--- config.mk ---
export PLATFORM = sky130hd
export DESIGN_NAME = qupls_irq_inject
export DESIGN_NICKNAME = d
export VERILOG_FILES = /design/src/rtl/qupls_irq_inject_pkg.sv /design/src/rtl/qupls_irq_timer.sv /design/src/rtl/qupls_irq_inject.sv
export SDC_FILE = /design/constraint.sdc
export NUM_CORES = 1
export LEC_CHECK = 0
export BUFFER_PORTS_ARGS = -buffer_cell sky130_fd_sc_hd__buf_2
export CELL_PAD_IN_SITES_DETAIL_PLACEMENT = 2
export CELL_PAD_IN_SITES_GLOBAL_PLACEMENT = 2
export CORE_UTILIZATION = 26
export CTS_BUF_LIST = sky130_fd_sc_hd__clkbuf_8
export DETAILED_ROUTE_END_ITERATION = 8
export PLACE_DENSITY = 0.87
export SETUP_SLACK_MARGIN = 0.1
export SYNTH_ARGS = -nofsm -noshare
export SYNTH_HDL_FRONTEND = slang
export SYNTH_SLANG_ARGS = --single-unit
--- constraint.sdc ---
create_clock -name clk -period 1.55 [get_ports clk]
set_input_delay 0.31 -clock clk [delete_from_list [all_inputs] [get_ports clk]]
set_output_delay 0.31 -clock clk [all_outputs]
set_load 0.01 [all_outputs]
--- src/rtl/qupls_irq_inject_pkg.sv ---
// Shared QUPLS definitions: the interrupt-injector state encoding, the CHK opcode and the pending test.
package QuplsPkg;

   typedef enum logic [1:0] {
      IRQ_IDLE     = 2'd0,
      IRQ_PRESENT  = 2'd1,
      IRQ_INFLIGHT = 2'd2
   } irq_inject_state_t;

   localparam logic [6:0] OP_CHK   = 7'h43;
   localparam logic [2:0] IRQ_NONE = 3'd0;

   // A level is serviceable only when non-zero and strictly above the mask.
   function automatic logic irq_pending(input logic [2:0] lvl, input logic [2:0] mask);
      return (lvl != IRQ_NONE) && (lvl > mask);
   endfunction

endpackage

--- src/rtl/qupls_irq_timer.sv ---
// In-flight watchdog: cleared on load, counts while enabled, flags when TIMEOUT cycles have elapsed.
module qupls_irq_timer #(
   parameter int unsigned TIMEOUT = 255
) (
   input  logic clk,
   input  logic rst,
   input  logic i_load,
   input  logic i_count,
   output logic o_tc
);

   localparam int unsigned    W     = (TIMEOUT < 2) ? 1 : $clog2(TIMEOUT + 1);
   localparam logic [W-1:0]   LP_TC = W'(TIMEOUT - 1);

   logic [W-1:0] r_cnt;

   // Counter holds at terminal count so o_tc stays up until the FSM leaves INFLIGHT.
   always_ff @(posedge clk) begin
      if (rst) begin
         r_cnt <= '0;
      end else if (i_load) begin
         r_cnt <= '0;
      end else if (i_count && (r_cnt != LP_TC)) begin
         r_cnt <= r_cnt + W'(1);
      end else begin
         r_cnt <= r_cnt;
      end
   end

   assign o_tc = (r_cnt == LP_TC);

endmodule

--- src/rtl/qupls_irq_inject.sv ---
// Interrupt injector: presents a CHK request to the extract stage and tracks it until commit acks it.
// Optional watchdog re-presentation is enabled by defining QUPLS_IRQ_TIMEOUT_EN.
module qupls_irq_inject
   import QuplsPkg::*;
#(
   parameter int unsigned TIMEOUT = 255
) (
   input  logic       clk,
   input  logic       rst,
   input  logic [2:0] irq_i,
   input  logic [7:0] vect_i,
   input  logic [2:0] im,
   input  logic       en,
   input  logic       flush,
   input  logic       ack_i,
   output logic       hirq_o,
   output logic [2:0] irq_o,
   output logic [7:0] vect_o,
   output logic       busy
);

   irq_inject_state_t r_state;
   irq_inject_state_t w_state_nxt;

   logic       r_hirq;
   logic       r_busy;
   logic [2:0] r_irq;
   logic [7:0] r_vect;

   logic       w_pending;
   logic       w_tc;
   logic       w_latch;
   logic       w_hirq_nxt;
   logic       w_busy_nxt;
   logic [2:0] w_irq_nxt;
   logic [7:0] w_vect_nxt;

   assign w_pending = irq_pending(irq_i, im);

`ifdef QUPLS_IRQ_TIMEOUT_EN
   logic w_tmr_load;
   logic w_tmr_count;
   logic w_tmr_tc;

   assign w_tmr_load  = (r_state != IRQ_INFLIGHT) && (w_state_nxt == IRQ_INFLIGHT);
   assign w_tmr_count = (r_state == IRQ_INFLIGHT);
   assign w_tc        = w_tmr_tc && (r_state == IRQ_INFLIGHT);

   qupls_irq_timer #(
      .TIMEOUT (TIMEOUT)
   ) u_timer (
      .clk     (clk),
      .rst     (rst),
      .i_load  (w_tmr_load),
      .i_count (w_tmr_count),
      .o_tc    (w_tmr_tc)
   );
`else
   // No watchdog in this build: the terminal count never fires.
   assign w_tc = (TIMEOUT == 32'd0) & 1'b0;
`endif

   // State register.
   always_ff @(posedge clk) begin
      if (rst) begin
         r_state <= IRQ_IDLE;
      end else begin
         r_state <= w_state_nxt;
      end
   end

   // Next-state logic; en wins over a same-cycle preemption, ack wins over flush.
   always_comb begin
      w_state_nxt = r_state;
      case (r_state)
         IRQ_IDLE: begin
            if (w_pending) begin
               w_state_nxt = IRQ_PRESENT;
            end else begin
               w_state_nxt = IRQ_IDLE;
            end
         end
         IRQ_PRESENT: begin
            if (en) begin
               w_state_nxt = IRQ_INFLIGHT;
            end else if (!w_pending) begin
               w_state_nxt = IRQ_IDLE;
            end else begin
               w_state_nxt = IRQ_PRESENT;
            end
         end
         IRQ_INFLIGHT: begin
            if (ack_i) begin
               w_state_nxt = IRQ_IDLE;
            end else if (flush || w_tc) begin
               w_state_nxt = IRQ_PRESENT;
            end else begin
               w_state_nxt = IRQ_INFLIGHT;
            end
         end
         default: begin
            w_state_nxt = IRQ_IDLE;
         end
      endcase
   end

   // Output logic: latch on capture or on a strictly higher level while still presenting.
   always_comb begin
      w_latch    = 1'b0;
      w_hirq_nxt = (w_state_nxt == IRQ_PRESENT);
      w_busy_nxt = (w_state_nxt != IRQ_IDLE);
      if ((r_state == IRQ_IDLE) && (w_state_nxt == IRQ_PRESENT)) begin
         w_latch = 1'b1;
      end else if ((r_state == IRQ_PRESENT) && (w_state_nxt == IRQ_PRESENT) && (irq_i > r_irq)) begin
         w_latch = 1'b1;
      end else begin
         w_latch = 1'b0;
      end
      if (w_latch) begin
         w_irq_nxt  = irq_i;
         w_vect_nxt = vect_i;
      end else begin
         w_irq_nxt  = r_irq;
         w_vect_nxt = r_vect;
      end
   end

   // Output registers.
   always_ff @(posedge clk) begin
      if (rst) begin
         r_hirq <= 1'b0;
         r_busy <= 1'b0;
         r_irq  <= 3'd0;
         r_vect <= 8'd0;
      end else begin
         r_hirq <= w_hirq_nxt;
         r_busy <= w_busy_nxt;
         r_irq  <= w_irq_nxt;
         r_vect <= w_vect_nxt;
      end
   end

   assign hirq_o = r_hirq;
   assign irq_o  = r_irq;
   assign vect_o = r_vect;
   assign busy   = r_busy;

endmodule

Yosys cells after proc, flatten, opt, wreduce, memory -nomap -nowiden
Cells that the tools add are included.
{"block": "word_totals", "regBits": 15, "latch_bits": 0, "ram_bits": 0, "mem_bits_ro": 0, "in_bits": 19, "n_memories": 0}
{"block": "op_classes", "addsub": 0, "mul": 0, "div_mod_pow": 0, "order_cmp": 2, "eq_ne": 3, "shift": 0, "muxes": 7, "bitwise_logic": 0, "n_reduce_logical": 7}
{"cell": "$gt A3 B3 Y1", "count": 2}
{"cell": "$mux W2", "count": 3}
{"cell": "$pmux W2 S3", "count": 1}
{"cell": "$eq A2 B1 Y1 const B", "count": 2}
{"cell": "$logic_and A1 B1 Y1", "count": 4}
{"cell": "$mux W1", "count": 3}
{"cell": "$reduce_bool A3 Y1", "count": 1}
{"cell": "$eq A2 B2 Y1 const B", "count": 1}
{"cell": "$logic_not A2 Y1", "count": 1}
{"cell": "$reduce_bool A2 Y1", "count": 1}

Logic depth before layout (Yosys ltp)
{"block": "depth", "ltp_word": 10, "depth_mapped": 8}

Least setup slack after synthesis
No wires, ideal clock.
{"block": "synth_timing", "path_kind": "flip-flop to flip-flop", "start": "register r_irq[2], in the netlist irq_o[2]", "end": "register r_irq[0], in the netlist irq_o[0]", "arrival_time_ps": 1593, "required_time_ps": 1478, "path_slack_ps": -115, "stages_incl_launch_ff": 9, "n_path_buf": 1, "cell_sequence": "dfxtp_1 inv_1 ha_1 nand3_1 o21ai_0 o31a_1 nor3_4 buf_6 mux2i_1"}
{"block": "synth_between", "elab_chain_len": 4}
{"element": "start: declaration", "line_no": "qupls_irq_inject.sv:27", "source": "logic [2:0] r_irq;"}
{"element": "start signal: assignment", "line_no": "qupls_irq_inject.sv:138", "source": "r_irq <= w_irq_nxt;"}
{"element": "$gt A3 B3 Y1", "line_no": "qupls_irq_inject.sv:114", "source": "end else if ((r_state == IRQ_PRESENT) && (w_state_nxt == IRQ_PRESENT) && (irq_i > r_irq)) begin"}
{"element": "$logic_and A1 B1 Y1", "line_no": "qupls_irq_inject.sv:114"}
{"element": "$mux W1", "line_no": "qupls_irq_inject.sv:114"}
{"element": "$mux W1", "line_no": "qupls_irq_inject.sv:112", "source": "if ((r_state == IRQ_IDLE) && (w_state_nxt == IRQ_PRESENT)) begin"}
No other way between the ends.
A chain may end at the register's enable or synchronous reset.

Final worst setup path
{"block": "layout_timing", "start": "register r_irq[0], in the netlist irq_o[0]", "end": "register r_vect[4], in the netlist vect_o[4]"}
{"block": "layout_between", "elab_chain_len": 4}
{"element": "$gt A3 B3 Y1", "line_no": "qupls_irq_inject.sv:114"}
{"element": "$logic_and A1 B1 Y1", "line_no": "qupls_irq_inject.sv:114"}
{"element": "$mux W1", "line_no": "qupls_irq_inject.sv:114"}
{"element": "$mux W1", "line_no": "qupls_irq_inject.sv:112"}
{"element": "end signal: assignment", "line_no": "qupls_irq_inject.sv:139", "source": "r_vect <= w_vect_nxt;"}
{"element": "end: declaration", "line_no": "qupls_irq_inject.sv:28", "source": "logic [7:0] r_vect;"}
No other way between the ends.

==> flow_summary_export.csv <==
group,metric,value,unit
run_status,status,"complete, but fails checks",
run_status,violations,"design-rule violations, negative setup slack",
yosys,synth_fa_ha_area_share,9.331,%
power_and_ir_drop,ir_drop,0.5486,mV
clocking,insertion_delay,250,ps
sta,slew_viol_final,0,
setup_path,cpMaxStageDelayCell,"dfxtp_1",
setup_path,criticalPathCategory,"register to register",
yosys,syn-cell-area,804.5,um^2
cells_and_area,drive_gt1_share,48.00,%
floorplan,ios,32,
power_and_ir_drop,p_leak,0.5557,nW
sta,fin_crit_sh,109.3,%
setup_path,reg2reg_from,"irq_o[0]",
setup_path,ff2ff_path_depth,8,
routing,viasPerCell,4.635,
clocking,cts_tree,"yes",
yosys,syn_inst,81,
clocking,cts_max_level,1,
yosys,synth_compound_area_share,9.020,%
routing,routed_wl,2.235,mm
global_route,grt_remaining_overflow,0,
floorplan,rows,19,
yosys,synth_mux_area_share,13.69,%
clocking,cts.sinks,15,
setup_path,worstPathArrival,1870,ps
setup_path,crit_path_end,"vect_o[4]",
yosys,yosysSeqAreaShare,37.33,%
setup_path,r2r_end,"vect_o[4]",
cells_and_area,final_nets,151,
setup_path,startpoint,"irq_o[0]",
routing,vias,723,
yosys,synth.avg_cell_area,9.932,um^2
yosys,synth_area_leaders,"dfxtp_1 (37%), nand2b_1 (17%), mux2i_1 (14%)",
global_route,antenna_found_initial,0,
yosys,synth_top_cell_by_area,"dfxtp_1",
place,placedInstanceArea,1080,um^2
job,maxCapViolCount,0,
routing,dr.pass1.iters,5,
setup_path,critical_path_buf_inv_count,2,
setup_path,rrSetupSlack,-140,ps
sta,setup_viol,11,
global_route,grt_max_degree,26,
setup_path,cp_cell_sequence,"ha_1, nand3_1, o21ai_2, o31a_1, nor3_4, buf_6, buf_12, mux2i_1",
floorplan,dieArea,3321,um^2
routing,wl_met1,990,um
place,gp_congestion,0.7244,
sta,worstMarginPinSlew,332.6,ps
sta,fin_ws,-144.6,ps
setup_path,critical_path_required,1720,ps
cells_and_area,nFillCells,314,
yosys,synth_simple_gate_area_share,25.51,%
sta,finClkSkew,4.675,ps
setup_path,path_delay_family,"compound AO/OA/AOI/OAI gates",
yosys,yosysWarnings,0,
power_and_ir_drop,total_power,0.001132,W
power_and_ir_drop,power.density,921.3,nW/um^2
yosys,synth_top_area_share,37.33,%
worst_hold_path,hp-class,"primary input to register",
yosys,syn-num-nets,106,
setup_path,cp.depth,8,
sta,fmax,590.1,MHz
clocking,cts_max_path_buffers,2,
setup_path,slowest_delay,310,ps
global_route,grt_pass1_vias,777,
sta,min_period,1695,ps
sta,rsz0062_at_grt,"yes",
global_route,grt_pass1_wl,3.712,mm
routing,drc,2,
clocking,cts_hold_buf,0,
global_route,grtUsageTotal,15.17,%
floorplan,fp.dieH,57.63,um
yosys,synth_cell_types,22,
floorplan,fp.dieW,57.63,um
clocking,ctsRootBufferMaster,"clkbuf_8",
clocking,clk_pin_slew,60,ps
cells_and_area,area_delta_synth_final,52.72,%
setup_path,critPathCaptureType,"register",
place,portBuffers,31,
setup_path,worstPathMaxFanout,6,
routing,route.met3.wl,108,um
routing,highest_layer,"met4",
floorplan,initial_core_util,28.20,%
cells_and_area,antennaDiodeCount,0,
yosys,ys_ff_latch,15,
floorplan,core,2853,um^2
sta,timing.slew.headroom,77.83,%
sta,timing.final.hold_violations,0,
routing,drt_iter0_markers,7,
routing,final_antenna_net_count,0,
place,dpl.hpwl,1.613,mm
routing,routedWlPerCell,14.33,um
cells_and_area,finish.instance_area,1229,um^2
routing,met2WireLength,1.121,mm
yosys,synth_xor_area_share,0,%
setup_path,start_kind,"register",
yosys,synth_top_family_by_area,"simple AND/OR/NAND/NOR gates",
clocking,cts_buffers,3,
## power breakdown
part	total (W)	switching, W	internal [W]
registers	0.000447	0.0000211	0.000426
clock network	0.000315	0.000139	0.000176
logic	0.000371	0.000162	0.000209
total	0.00113	0.000322	0.000810
## tightest hold or removal path, stage by stage
cell      delay (ps)
buf_2            100
nand2b_1          50
mux2i_1           60
## synth_stat cells, drive strengths merged
master / instances
a211oi: 1
a21oi: 4
buf: 1
clkbuf: 2
dfxtp: 15
ha: 6
inv: 6
mux2i: 11
nand2b: 22
nand3: 2
nand3b: 1
nor2b: 1
nor3: 1
o21a: 1
o21ai: 2
o311a: 1
o31a: 1
or2: 1
or4b: 1
or4bb: 1
## timing repair
action	in CTS	in global routing
resized for setup	9	3
hold endpoints to repair	0	0
cloned	1	0
pin swaps	0	1
buffers inserted	2	1
setup endpoints to repair	12	12
## sequential cells by signal (all words and copies together) (netlist names)
register,flops
hirq_o,1
vect_o,8
irq_o,3
busy,1
r_state,2
## worst min-delay path by stage
stage / startpoint / endpoint / slack, ps / cells after the start
detailed placement: vect_o[5] / vect_o[5] / 470 / 2
floorplan: rst / r_state[1] / 390 / 1
finish: vect_i[7] / vect_o[7] / 320 / 3
global placement: vect_o[5] / vect_o[5] / 460 / 2
CTS: vect_i[7] / vect_o[7] / 310 / 3
global route: vect_i[0] / vect_o[0] / 320 / 3
## per-layer routing
metal / GRT usage, % / vias up
met5: 0 / -
met4: 4.181 / 0
met3: 4.911 / 2
met2: 25.75 / 21
met1: 18.44 / 335
li1: - / 365
## cells in the final DEF (no fill, tap or decap)
cell type / netlist / layout
buf_2: 0 / 29
nand2b_1: 22 / 22
dfxtp_1: 15 / 13
mux2i_1: 11 / 11
buf_4: 0 / 9
inv_1: 6 / 4
a21oi_1: 3 / 3
ha_1: 6 / 3
ha_4: 0 / 3
clkbuf_8: 0 / 3
inv_2: 0 / 2
nand3_1: 2 / 2
dfxtp_2: 0 / 2
buf_6: 1 / 2
inv_12: 0 / 1
nand3b_1: 1 / 1
or4b_1: 1 / 1
nor2b_1: 1 / 1
o21a_1: 1 / 1
o311a_2: 1 / 1
o21ai_4: 0 / 1
or4bb_1: 1 / 1
a21oi_2: 1 / 1
or2_1: 1 / 1
a211oi_2: 0 / 1
o21ai_2: 1 / 1
o31a_1: 1 / 1
nor3_4: 1 / 1
buf_16: 0 / 1
clkbuf_4: 0 / 1
buf_12: 0 / 1
## cells by family after synthesis
family | Yosys count
and+or+nand+nor | 30
DFF | 15
muxes | 11
AOI/OAI and AO/OA | 10
buffers and inverters | 9
adders and majority gates | 6
## metrics by stage
| step | hold WS (ps) | setup TNS (ps) | worst slack [ps] | util, % | std cells |
|---|---|---|---|---|---|
| after global routing | 316.7 | -2258 | -225.4 | 43.07 | 156 |
| after global placement | 459.3 | -2238 | -189.4 | 37.85 | 148 |
| final | 316.3 | -1386 | -144.6 | 43.07 | 156 |
| after floorplan | 386.4 | -639.9 | -68.27 | - | 81 |
| after CTS | 311.4 | -1265 | -132.2 | 42.46 | 155 |
| after detailed placement | 471.8 | -2984 | -271.0 | 37.85 | 148 |
## area by class of cell
class	count	area (um^2)	share of cell area, %
sequential	15	302.8	24.64
inverter	6	35.03	2.851
clock inverter	1	3.754	0.3055
clock buffer	3	41.29	3.360
multi-input combinational	57	516.7	42.06
timing repair buffer	43	290.3	23.63
tap	31	38.79	3.157
No activity file was read; power rests on OpenSTA's default activity.
